### src/rtl/ctrl_pkg.sv
// Shared definitions for the ID-stage control bundle and the pipeline sequencer FSM.
// Bundle layout MSB..LSB: is_jal, is_jalr, branch, mem_read, mem_to_reg, mem_write, alu_src, write_enable, pc_to_reg, is_ecall.
package ctrl_pkg;

    localparam int CTRL_W = 10;

    localparam int CTRL_IS_JAL       = 9;
    localparam int CTRL_IS_JALR      = 8;
    localparam int CTRL_BRANCH       = 7;
    localparam int CTRL_MEM_READ     = 6;
    localparam int CTRL_MEM_TO_REG   = 5;
    localparam int CTRL_MEM_WRITE    = 4;
    localparam int CTRL_ALU_SRC      = 3;
    localparam int CTRL_WRITE_ENABLE = 2;
    localparam int CTRL_PC_TO_REG    = 1;
    localparam int CTRL_IS_ECALL     = 0;

    localparam logic [CTRL_W-1:0] CTRL_BUBBLE = '0;

    localparam logic [1:0] ST_RUN    = 2'd0;
    localparam logic [1:0] ST_DRAIN  = 2'd1;
    localparam logic [1:0] ST_HALTED = 2'd2;

    typedef logic [CTRL_W-1:0] ctrl_t;

    // A stage slot is a bubble unless valid; ctrl never carries stale enables.
    function automatic ctrl_t ctrl_gate(input logic valid, input ctrl_t ctrl);
        return valid ? ctrl : CTRL_BUBBLE;
    endfunction

endpackage

### src/rtl/ctrl_stage_reg.sv
// One pipeline slot: valid flag plus control bundle, loading the incoming slot or a bubble.
module ctrl_stage_reg
#(
    parameter int W = ctrl_pkg::CTRL_W
)
(
    input  logic         clk_i,
    input  logic         reset_i,
    input  logic         load_i,
    input  logic         valid_i,
    input  logic [W-1:0] ctrl_i,
    output logic         valid_o,
    output logic [W-1:0] ctrl_o
);

    logic         valid_d, valid_q;
    logic [W-1:0] ctrl_d, ctrl_q;

    // An invalid incoming slot is stored as an all-zero bubble.
    always_comb begin
        valid_d = load_i & valid_i;
        ctrl_d  = valid_d ? ctrl_i : '0;
    end

    always_ff @(posedge clk_i or posedge reset_i) begin
        if (reset_i) begin
            valid_q <= 1'b0;
            ctrl_q  <= '0;
        end else begin
            valid_q <= valid_d;
            ctrl_q  <= ctrl_d;
        end
    end

    assign valid_o = valid_q;
    assign ctrl_o  = ctrl_q;

endmodule

### src/rtl/ctrl_pipe_sequencer.sv
// ID/EX, EX/MEM, MEM/WB control pipeline with stall bubbles, flush squash and ECALL halt drain.
// Optional statistics counters are built when CTRL_STATS_EN is defined.
//
// state    | meaning
// ST_RUN   | normal issue; stall/flush honoured; halting ECALL moves to DRAIN
// ST_DRAIN | front end frozen, bubbles into ID/EX until the ECALL retires from WB
// ST_HALTED| sticky halt; pipeline holds bubbles until reset
module ctrl_pipe_sequencer
#(
    parameter int CTRL_W = ctrl_pkg::CTRL_W,
    parameter int STAT_W = 32
)
(
    input  logic              clk,
    input  logic              reset,
    input  logic              id_valid,
    input  logic [CTRL_W-1:0] id_ctrl,
    input  logic              id_halt_cond,
    input  logic              stall_req,
    input  logic              flush_req,
    output logic              pc_write,
    output logic              if_id_write,
    output logic              if_id_flush,
    output logic              ex_valid,
    output logic [CTRL_W-1:0] ex_ctrl,
    output logic              mem_valid,
    output logic [CTRL_W-1:0] mem_ctrl,
    output logic              wb_valid,
    output logic [CTRL_W-1:0] wb_ctrl,
    output logic              is_halted
`ifdef CTRL_STATS_EN
    ,
    output logic [STAT_W-1:0] stat_bubbles,
    output logic [STAT_W-1:0] stat_flushes,
    output logic [STAT_W-1:0] stat_cycles
`endif
);

    import ctrl_pkg::*;

    logic [1:0] state_d, state_q;
    logic       in_run;
    logic       flush_act;
    logic       stall_act;
    logic       ex_load;
    logic       halt_entry;
    logic       ecall_retiring;

    assign in_run    = (state_q == ST_RUN);
    assign flush_act = in_run & flush_req;
    assign stall_act = in_run & stall_req & ~flush_req;
    assign ex_load   = in_run & ~flush_req & ~stall_req;

    // Only an ECALL that actually enters ID/EX can start the drain.
    assign halt_entry     = ex_load & id_valid & id_ctrl[CTRL_IS_ECALL] & id_halt_cond;
    assign ecall_retiring = wb_valid & wb_ctrl[CTRL_IS_ECALL];

    assign pc_write    = in_run & ~stall_act;
    assign if_id_write = in_run & ~stall_act;
    assign if_id_flush = flush_act;
    assign is_halted   = (state_q == ST_HALTED);

    always_comb begin
        state_d = state_q;
        case (state_q)
            ST_RUN:    if (halt_entry)     state_d = ST_DRAIN;
            ST_DRAIN:  if (ecall_retiring) state_d = ST_HALTED;
            ST_HALTED: state_d = ST_HALTED;
            default:   state_d = ST_RUN;
        endcase
    end

    always_ff @(posedge clk or posedge reset) begin
        if (reset) begin
            state_q <= ST_RUN;
        end else begin
            state_q <= state_d;
        end
    end

    ctrl_stage_reg #(.W(CTRL_W)) u_id_ex (
        .clk_i   (clk),
        .reset_i (reset),
        .load_i  (ex_load),
        .valid_i (id_valid),
        .ctrl_i  (id_ctrl),
        .valid_o (ex_valid),
        .ctrl_o  (ex_ctrl)
    );

    ctrl_stage_reg #(.W(CTRL_W)) u_ex_mem (
        .clk_i   (clk),
        .reset_i (reset),
        .load_i  (1'b1),
        .valid_i (ex_valid),
        .ctrl_i  (ex_ctrl),
        .valid_o (mem_valid),
        .ctrl_o  (mem_ctrl)
    );

    ctrl_stage_reg #(.W(CTRL_W)) u_mem_wb (
        .clk_i   (clk),
        .reset_i (reset),
        .load_i  (1'b1),
        .valid_i (mem_valid),
        .ctrl_i  (mem_ctrl),
        .valid_o (wb_valid),
        .ctrl_o  (wb_ctrl)
    );

`ifdef CTRL_STATS_EN
    logic [STAT_W-1:0] bubbles_d, bubbles_q;
    logic [STAT_W-1:0] flushes_d, flushes_q;
    logic [STAT_W-1:0] cycles_d, cycles_q;

    function automatic logic [STAT_W-1:0] sat_inc(input logic [STAT_W-1:0] v);
        return (v == {STAT_W{1'b1}}) ? v : v + 1'b1;
    endfunction

    // Counters freeze once halted so they describe the run that just ended.
    always_comb begin
        bubbles_d = bubbles_q;
        flushes_d = flushes_q;
        cycles_d  = cycles_q;
        if (!is_halted) begin
            cycles_d = sat_inc(cycles_q);
            if (stall_act) bubbles_d = sat_inc(bubbles_q);
            if (flush_act) flushes_d = sat_inc(flushes_q);
        end
    end

    always_ff @(posedge clk or posedge reset) begin
        if (reset) begin
            bubbles_q <= '0;
            flushes_q <= '0;
            cycles_q  <= '0;
        end else begin
            bubbles_q <= bubbles_d;
            flushes_q <= flushes_d;
            cycles_q  <= cycles_d;
        end
    end

    assign stat_bubbles = bubbles_q;
    assign stat_flushes = flushes_q;
    assign stat_cycles  = cycles_q;
`endif

endmodule

### config.mk
export PLATFORM = sky130hd
export DESIGN_NAME = ctrl_pipe_sequencer
export DESIGN_NICKNAME = d
export VERILOG_FILES = /design/src/rtl/ctrl_pkg.sv /design/src/rtl/ctrl_stage_reg.sv /design/src/rtl/ctrl_pipe_sequencer.sv
export SDC_FILE = /design/constraint.sdc
export NUM_CORES = 1
export LEC_CHECK = 0
export ABC_AREA = 1
export BUFFER_PORTS_ARGS = -buffer_cell sky130_fd_sc_hd__buf_4
export CAP_MARGIN = 25
export CELL_PAD_IN_SITES_DETAIL_PLACEMENT = 0
export CELL_PAD_IN_SITES_GLOBAL_PLACEMENT = 1
export CORE_UTILIZATION = 30
export CTS_CLUSTER_DIAMETER = 30
export DETAILED_ROUTE_END_ITERATION = 8
export PLACE_DENSITY_LB_ADDON = 0.1
export SYNTH_ARGS = -nofsm -noshare
export SYNTH_HDL_FRONTEND = slang
export SYNTH_SLANG_ARGS = --single-unit
### constraint.sdc
create_clock -name clk -period 1.22 [get_ports clk]
set_input_delay 0.244 -clock clk [delete_from_list [all_inputs] [get_ports clk]]
set_output_delay 0.244 -clock clk [all_outputs]
set_load 0.03 [all_outputs]
After elaboration in Yosys (flattened, before gate mapping). Cells that the tools add are included.

Muxes and demuxes: 6. Equality and inequality tests: 4. Reduce and logical (&&, ||, !) cells: 2. Bitwise operators: 13.

Operators by type and width (count): 10-bit two-way mux (3); 1-bit bitwise AND (10); 2-bit one-hot mux with 3 select lines (1); 2-bit two-way mux (2); 1-bit inverter (3); 2-bit by 1-bit == test with 1-bit output (second input constant) (1); 2-bit == test (second input constant) (1); 2-bit logical NOT (1); 2-bit by 1-bit != test with 1-bit output (second input constant) (1); 2-bit != test (second input constant) (1); 2-bit AND reduction (1).

Input port bits: 16. Word-level logic and storage cells: 32. Register bits after elaboration: 35.

Logic depth before layout (Yosys ltp). Gate-level depths: netlist (run 1).

Depth in word-level cells: 8. Mapped depth: 9. Mapped depth without buffers: 9.

Cells and area by module. A second synthesis (run 1) with hierarchy kept.

Cells, all modules: 136. Area total of the unflattened synthesis: 1407.6 um^2.

Modules (own cells, without submodules): ctrl_stage_reg (seq. area each 275.3 um^2, area each 400.4 um^2, instances 3, cells each 35); ctrl_pipe_sequencer (seq. area each 50.0 um^2, area each 206.4 um^2, instances 1, cells each 31).

Worst setup path after synthesis (run 1). No wires, ideal clock.

Path kind: flip-flop to output port. From: register state_q[0]. To: output port pc_write. Required time: 0.976 ns. Arrival: 1.180 ns. Cell stages (with the launch flop): 6. Path slack: -0.204 ns. Cells stage by stage: dfrtp_1 > inv_1 > ha_1 > nand2_1 > nand2_1 > buf_4.

Longest elaborated chain between the ends: 5.

RTL lines: start: declaration (RTL line ctrl_pipe_sequencer.sv:41) `logic [1:0] state_d, state_q;`; start signal: assignment (RTL line ctrl_pipe_sequencer.sv:77) `state_q <= state_d;`; 2-bit logical NOT (*) (RTL line ctrl_pipe_sequencer.sv:49) `assign in_run = (state_q == ST_RUN);`; 1-bit bitwise AND (2 in series) (RTL line ctrl_pipe_sequencer.sv:51) `assign stall_act = in_run & stall_req & ~flush_req;`; 1-bit inverter; 1-bit bitwise AND (*); end: declaration (RTL line ctrl_pipe_sequencer.sv:21) `output logic pc_write,`.

Mark *: on every way between the ends. The rest lies on a longest branch, timed or not.

Worst setup path in the final report (run 1).
From: register state_q[0]. To: output port pc_write.

Longest elaborated chain between the ends: 5.

RTL lines: 2-bit logical NOT (*) (RTL line ctrl_pipe_sequencer.sv:49); 1-bit bitwise AND (2 in series) (RTL line ctrl_pipe_sequencer.sv:51); 1-bit inverter (RTL line ctrl_pipe_sequencer.sv:58) `assign pc_write = in_run & ~stall_act;`; 1-bit bitwise AND (*) (RTL line ctrl_pipe_sequencer.sv:58).

Marked as above.

==> metrics.txt, run 1 <==
status finished with violations; failing checks negative setup slack; Slowest-stage cell, CP dfrtp_1; drt pass-1 iters 4; most frequent cells in the layout buf_4 (58), dfrtp_1 (35), inv_1 (34), nand2_1 (27); WL met2 1198 um; clock sinks 35; Post-Layout Cell Count 245; share of layout cells above drive strength 1 0.4872; cell family with most CP delay flip-flops; largest net degree at the start of global routing 36; wl on met1 1088 um; slowest stage delay, CP 390 ps; antenna viol nets, final 0; post-cts hold buffer count 0; worst slew pin tran 181.7 ps; WL/cell 10.24 um; Final min period 1446 ps; CP required 980 ps; Worst Setup Start Kind flip-flop; FILL cells 400; LEAKAGE 0.001293 uW; Starting DRT DRC Count 27; worst clock skew 2.638 ps; Crit Path Max Fanout 3; Initial Util 0.3137; RePlAce Congestion 0.7597; DRT Wirelength 2510 um; clk slew on worst S/H paths 70 ps; Power Internal 2426 uW; clock network power share 0.304; WP buf/inv 2; Seq/Total Area, Yosys 0.6931; Top Layer Used met4; Mapped Avg Cell Area 10.11 um2; reg2reg path depth 10; PwrDens 1684 nW/um2; Final Setup Violations 16; final setup margin -226.1 ps; DP Wirelength 1802 um; n_diodes 0; nature of the critical path endpoint output port; crit-path cells inv_2 > ha_4 > nand2_4 > nand2_4 > buf_6; final hold violations 0; Worst R2R Setup Slack -120 ps; Rows 23; first-pass GRT wire length 4126 um; post-synthesis cell type count 11; syn_nets 145; register share of total power 0.362; worst r2r src state_q[0]; I/O Buffers 52; MaxCap Viol Count 0; Final #Nets 214; Via Count 921; CTS tree built; vias in the first global route 913; synthesized cell area 1264 um2; Longest Clk Path Bufs 2; RSZ-0062 raised after global routing yes; Pins Over Slew Limit 0; #FFs+latches synth 35; GRT Overall Usage 0.1302; HP Class input port to async pin; switching share of power 0.3032; Max-Slew Margin vs Limit 0.8789; Placed Cells incl. Taps 230; chip width 66.90 um; CTS buffer count 5; final cycle utilization of the critical path 1.185; Residual DRC 0; cells after synthesis 125; core area 4029 um2; P&R area growth vs syn 63.56%; commonest non-fill, non-tap cell in the layout buf_4; worst setup path class flip-flop to output port; Max Fclk 691.5 MHz; Ys Warns 0; power share of the combinational group 0.334; CTS root buf clkbuf_8; final setup TNS -1330 ps; Arr. time, crit path 1200 ps; Routed met3 length 205 um; Max rail drop VDD 1.002 mV; Crit path top cell by count nand2_4; die area 4476 um2; IO Pins 53; initial antenna violation count 0; die height 66.90 um; Clock Latency Late Sink 280 ps; Vias per Instance 3.759; Psw 1056 uW; reg2reg end state_q[1]; H-tree levels 2; grt total ovfl 0
[routing by layer]
metal  GRT usage  up-vias
met4     0.05053        0
met3     0.06336        2
met5           0        -
met2      0.2045       39
li1            -      480
met1      0.1514      400
[flip-flops by register name, summed over array words and instances, names as in the netlist]
name and cells:
u_ex_mem.ctrl_o 10, u_id_ex.ctrl_o 10, u_mem_wb.ctrl_o 10, state_q 2, u_ex_mem.valid_o 1, u_id_ex.valid_o 1
u_mem_wb.valid_o 1
[stage by stage]
stage | util | setup WS, ps | hold slack [ps] | total power (uW) | area, um2
floorplan | - | 19.03 | 350.2 | 1877 | 1303
global placement | 0.4453 | 28.88 | 309.2 | 2127 | 1794
detailed placement | 0.4453 | -19.09 | 315.4 | 2169 | 1794
CTS | 0.4922 | -238.2 | 9.199 | 3402 | 1983
global route | 0.5130 | -296.7 | 17.17 | 3664 | 2067
finish | 0.5130 | -226.1 | 5.907 | 3481 | 2067
[final cells by class]
| class | instances | area (um2) | area share |
|---|---|---|---|
| flip-flops and latches | 35 | 875.8 | 0.4237 |
| repair buffers | 65 | 523.0 | 0.2530 |
| multi-input cells | 50 | 341.6 | 0.1653 |
| inverters | 37 | 146.4 | 0.07082 |
| clock buffers | 6 | 82.58 | 0.03995 |
| well taps | 50 | 62.56 | 0.03027 |
| clock inverters | 2 | 35.03 | 0.01695 |
[worst reg2reg max path: stages (launching register included)]
cell and delay (ps):
dfrtp_1 390, inv_2 90, ha_4 170, nand2_4 70
buf_6 120, nor2_4 90, nand3_2 70, nand2_2 80
nand2_2 50, nand2_1 50, nand2_1 40
[cells by family (layout without fill, tap and decap cells)]
group                    after synthesis  in the layout  synth area share
buffers and inverters                 40            110            0.1218
AND/OR/NAND/NOR                       46             46            0.1456
adder cells (fa/ha/maj)                4              4           0.03961
flip-flops                            35             35            0.6931
[Yosys cell counts, drive strengths merged]
library cell	instances	area (um2)
inv	37	138.9
dfrtp	35	875.8
nand2	32	120.1
nor2	11	43.80
ha	4	50.05
nand3	3	20.02
clkbuf	2	7.510
buf	1	7.510
[worst max-delay path by stage]
stage / startpoint / endpoint / slack (ps) / depth (start not counted)
after floorplan: state_q[1] / state_q[0] / 20 / 9
after CTS: state_q[0] / pc_write / -240 / 5
after detailed placement: state_q[1] / state_q[1] / -20 / 9
final: state_q[0] / pc_write / -230 / 5
after global routing: state_q[0] / if_id_write / -300 / 5
after global placement: state_q[1] / state_q[1] / 30 / 9
[timing repair]
action | 4_1_cts | 5_1_grt
setup endpoints to repair | 6 | 16
gates resized for setup | 10 | 19
pin swaps | 4 | 1
buffers inserted | 4 | 3
[power by group through the flow]
stage	Clock (uW)	Combinational [uW]	Sequential (uW)
after floorplan	0	537	1340
after global placement	0	848	1280
after detailed placement	0	886	1280
after CTS	1090	1050	1260
after global routing	1150	1250	1270
final	1060	1160	1260
Note: power is estimated with default switching activity, not from simulation.
==> run 2, diff against run 1 <==
- CAP_MARGIN: 25 -> 10
- RECOVER_POWER: not set -> 25
==> run 2 against run 1 <==
  * The flow still finishes with violations (negative setup slack)
  * Global-route usage stayed put
  * Worst hold slack better by 180 ps
  * Die area is the same
  * Setup slack stayed put
  * Clock skew stayed put
  * Cell area down 0.73%
  * Utilization decreased by 0.37 points
  * Routed wire length about the same
  * Sequential share of layout area increased by 0.31 points
  * Final cell count stayed put
  * First-iteration DRC count up 15%
  * Register-to-register slack barely moved
  * Largest cell class unchanged
  * Highest routed layer unchanged
==> metrics.txt, run 2 (same netlist as run 1, synthesis figures left out) <==
Worst Setup Start Kind flip-flop; finished layout cell area 2052 um2; CTS tree built; WL/cell 10.24 um; status finished with violations; DP Wirelength 1802 um; Max rail drop VDD 1.002 mV; RSZ-0062 raised after global routing yes; power share of the combinational group 0.332; worst clock skew 2.638 ps; I/O Buffers 52; Residual DRC 0; commonest non-fill, non-tap cell in the layout buf_4; worst r2r src state_q[0]; Clock Latency Late Sink 280 ps; Placed Cells incl. Taps 230; worst setup path class flip-flop to output port; Via Count 921; DP Worst Slack -19.09 ps; Arr. time, crit path 1200 ps; Power Internal 2420 uW; CTS root buf clkbuf_8; grt total ovfl 0; IO Pins 53; die area 4476 um2; failing checks negative setup slack; Final min period 1446 ps; reg2reg path depth 10; dpl cell area 1794 um2; Rows 23; register share of total power 0.363; switching share of power 0.3035; Post-Layout Cell Count 245; reg2reg end state_q[1]; clk slew on worst S/H paths 70 ps; drt pass-1 iters 4; largest net degree at the start of global routing 36; HP Class input port to flip-flop; PwrDens 1693 nW/um2; most frequent cells in the layout buf_4 (57), dfrtp_1 (35), inv_1 (34), nand2_1 (27); clock sinks 35; final setup margin -226.1 ps; Worst R2R Setup Slack -120 ps; MaxCap Viol Count 0; Longest Clk Path Bufs 2; n_diodes 0; DRT Wirelength 2509 um; CTS buffer count 5; Max-Slew Margin vs Limit 0.4524; CP required 980 ps; chip width 66.90 um; antenna viol nets, final 0; share of layout cells above drive strength 1 0.4872; LEAKAGE 0.001288 uW; final cycle utilization of the critical path 1.185; Final Setup Violations 16; core area 4029 um2; Hold Path End u_id_ex.ctrl_o[6]; Hold Startpoint id_ctrl[6]; Final #Nets 214; GRT Overall Usage 0.1302; H-tree levels 2; Hold Crit Depth 3; Max Fclk 691.5 MHz; P&R area growth vs syn 62.38%; clock network power share 0.305; initial antenna violation count 0; RePlAce Congestion 0.7597; nature of the critical path endpoint output port; die height 66.90 um; Vias per Instance 3.759; Starting DRT DRC Count 31; final hold violations 0; first-pass GRT wire length 4126 um; worst slew pin tran 821.4 ps; vias in the first global route 913; Psw 1055 uW; Initial Util 0.3137; Crit Path Max Fanout 3; Pins Over Slew Limit 0
## run 2: changes by cell type in the layout (fill, tap and decap cells not counted), sizes merged
cell	before	now
buf	65	63
clkbuf	6	8
## run 2: layout make-up
class	count	area (um2)
multi-input combinational	50	341.6
timing repair buffer	65	508.0
clock inverter	2	35.03
sequential	35	875.8
fill	402	1977
inverter	37	146.4
clock buffer	6	82.58
tap	50	62.56
## run 2: stage by stage
| step | TNS, ps | hold WS [ps] | utilization | total power [uW] |
|---|---|---|---|---|
| after CTS | -1615 | 9.199 | 0.4922 | 3402 |
| after floorplan | 0 | 350.2 | - | 1877 |
| final | -1330 | 189.7 | 0.5093 | 3474 |
| after global routing | -2545 | 177.0 | 0.5093 | 3657 |
| after detailed placement | -34.26 | 315.4 | 0.4453 | 2169 |
| after global placement | 0 | 309.2 | 0.4453 | 2127 |
## run 2: repair_timing
action | 4_1_cts | 5_1_grt
cloned | 0 | 0
pin swaps | 4 | 1
hold buffers | 0 | 0
buffers inserted | 4 | 3
resized for setup | 10 | 19
setup endpoints to repair | 6 | 16
## run 2: power groups by stage
stage               clock, uW  combinational (uW)  sequential, uW
finish                   1060                1150            1260
global route             1150                1240            1270
CTS                      1090                1050            1260
detailed placement          0                 886            1280
global placement            0                 848            1280
floorplan                   0                 537            1340
## run 2: worst max-delay path: stages, from the launching register on
cell     delay, ps
dfrtp_1        390
inv_2           90
ha_4           170
nand2_4         60
nand2_4         80
buf_6          130
## run 2: worst max path at each step
| stage | start | endpoint | slack [ps] | cells past startpoint |
|---|---|---|---|---|
| 2_1_floorplan | state_q[1] | state_q[0] | 20 | 9 |
| 3_3_place_gp | state_q[1] | state_q[1] | 30 | 9 |
| 3_5_place_dp | state_q[1] | state_q[1] | -20 | 9 |
| 4_1_cts | state_q[0] | pc_write | -240 | 5 |
| 5_1_grt | state_q[0] | if_id_write | -300 | 5 |
| 6_report | state_q[0] | pc_write | -230 | 5 |
## run 2: layer usage
| metal | routed length [um] | vias up | global-route usage | share of wire |
|---|---|---|---|---|
| li1 | - | 480 | - | - |
| met1 | 1088 | 400 | 0.1514 | 0.43 |
| met2 | 1197 | 39 | 0.2045 | 0.48 |
| met3 | 204 | 2 | 0.06336 | 0.081 |
| met4 | 18 | 0 | 0.05053 | 0.0072 |
| met5 | 0 | - | 0 | 0 |
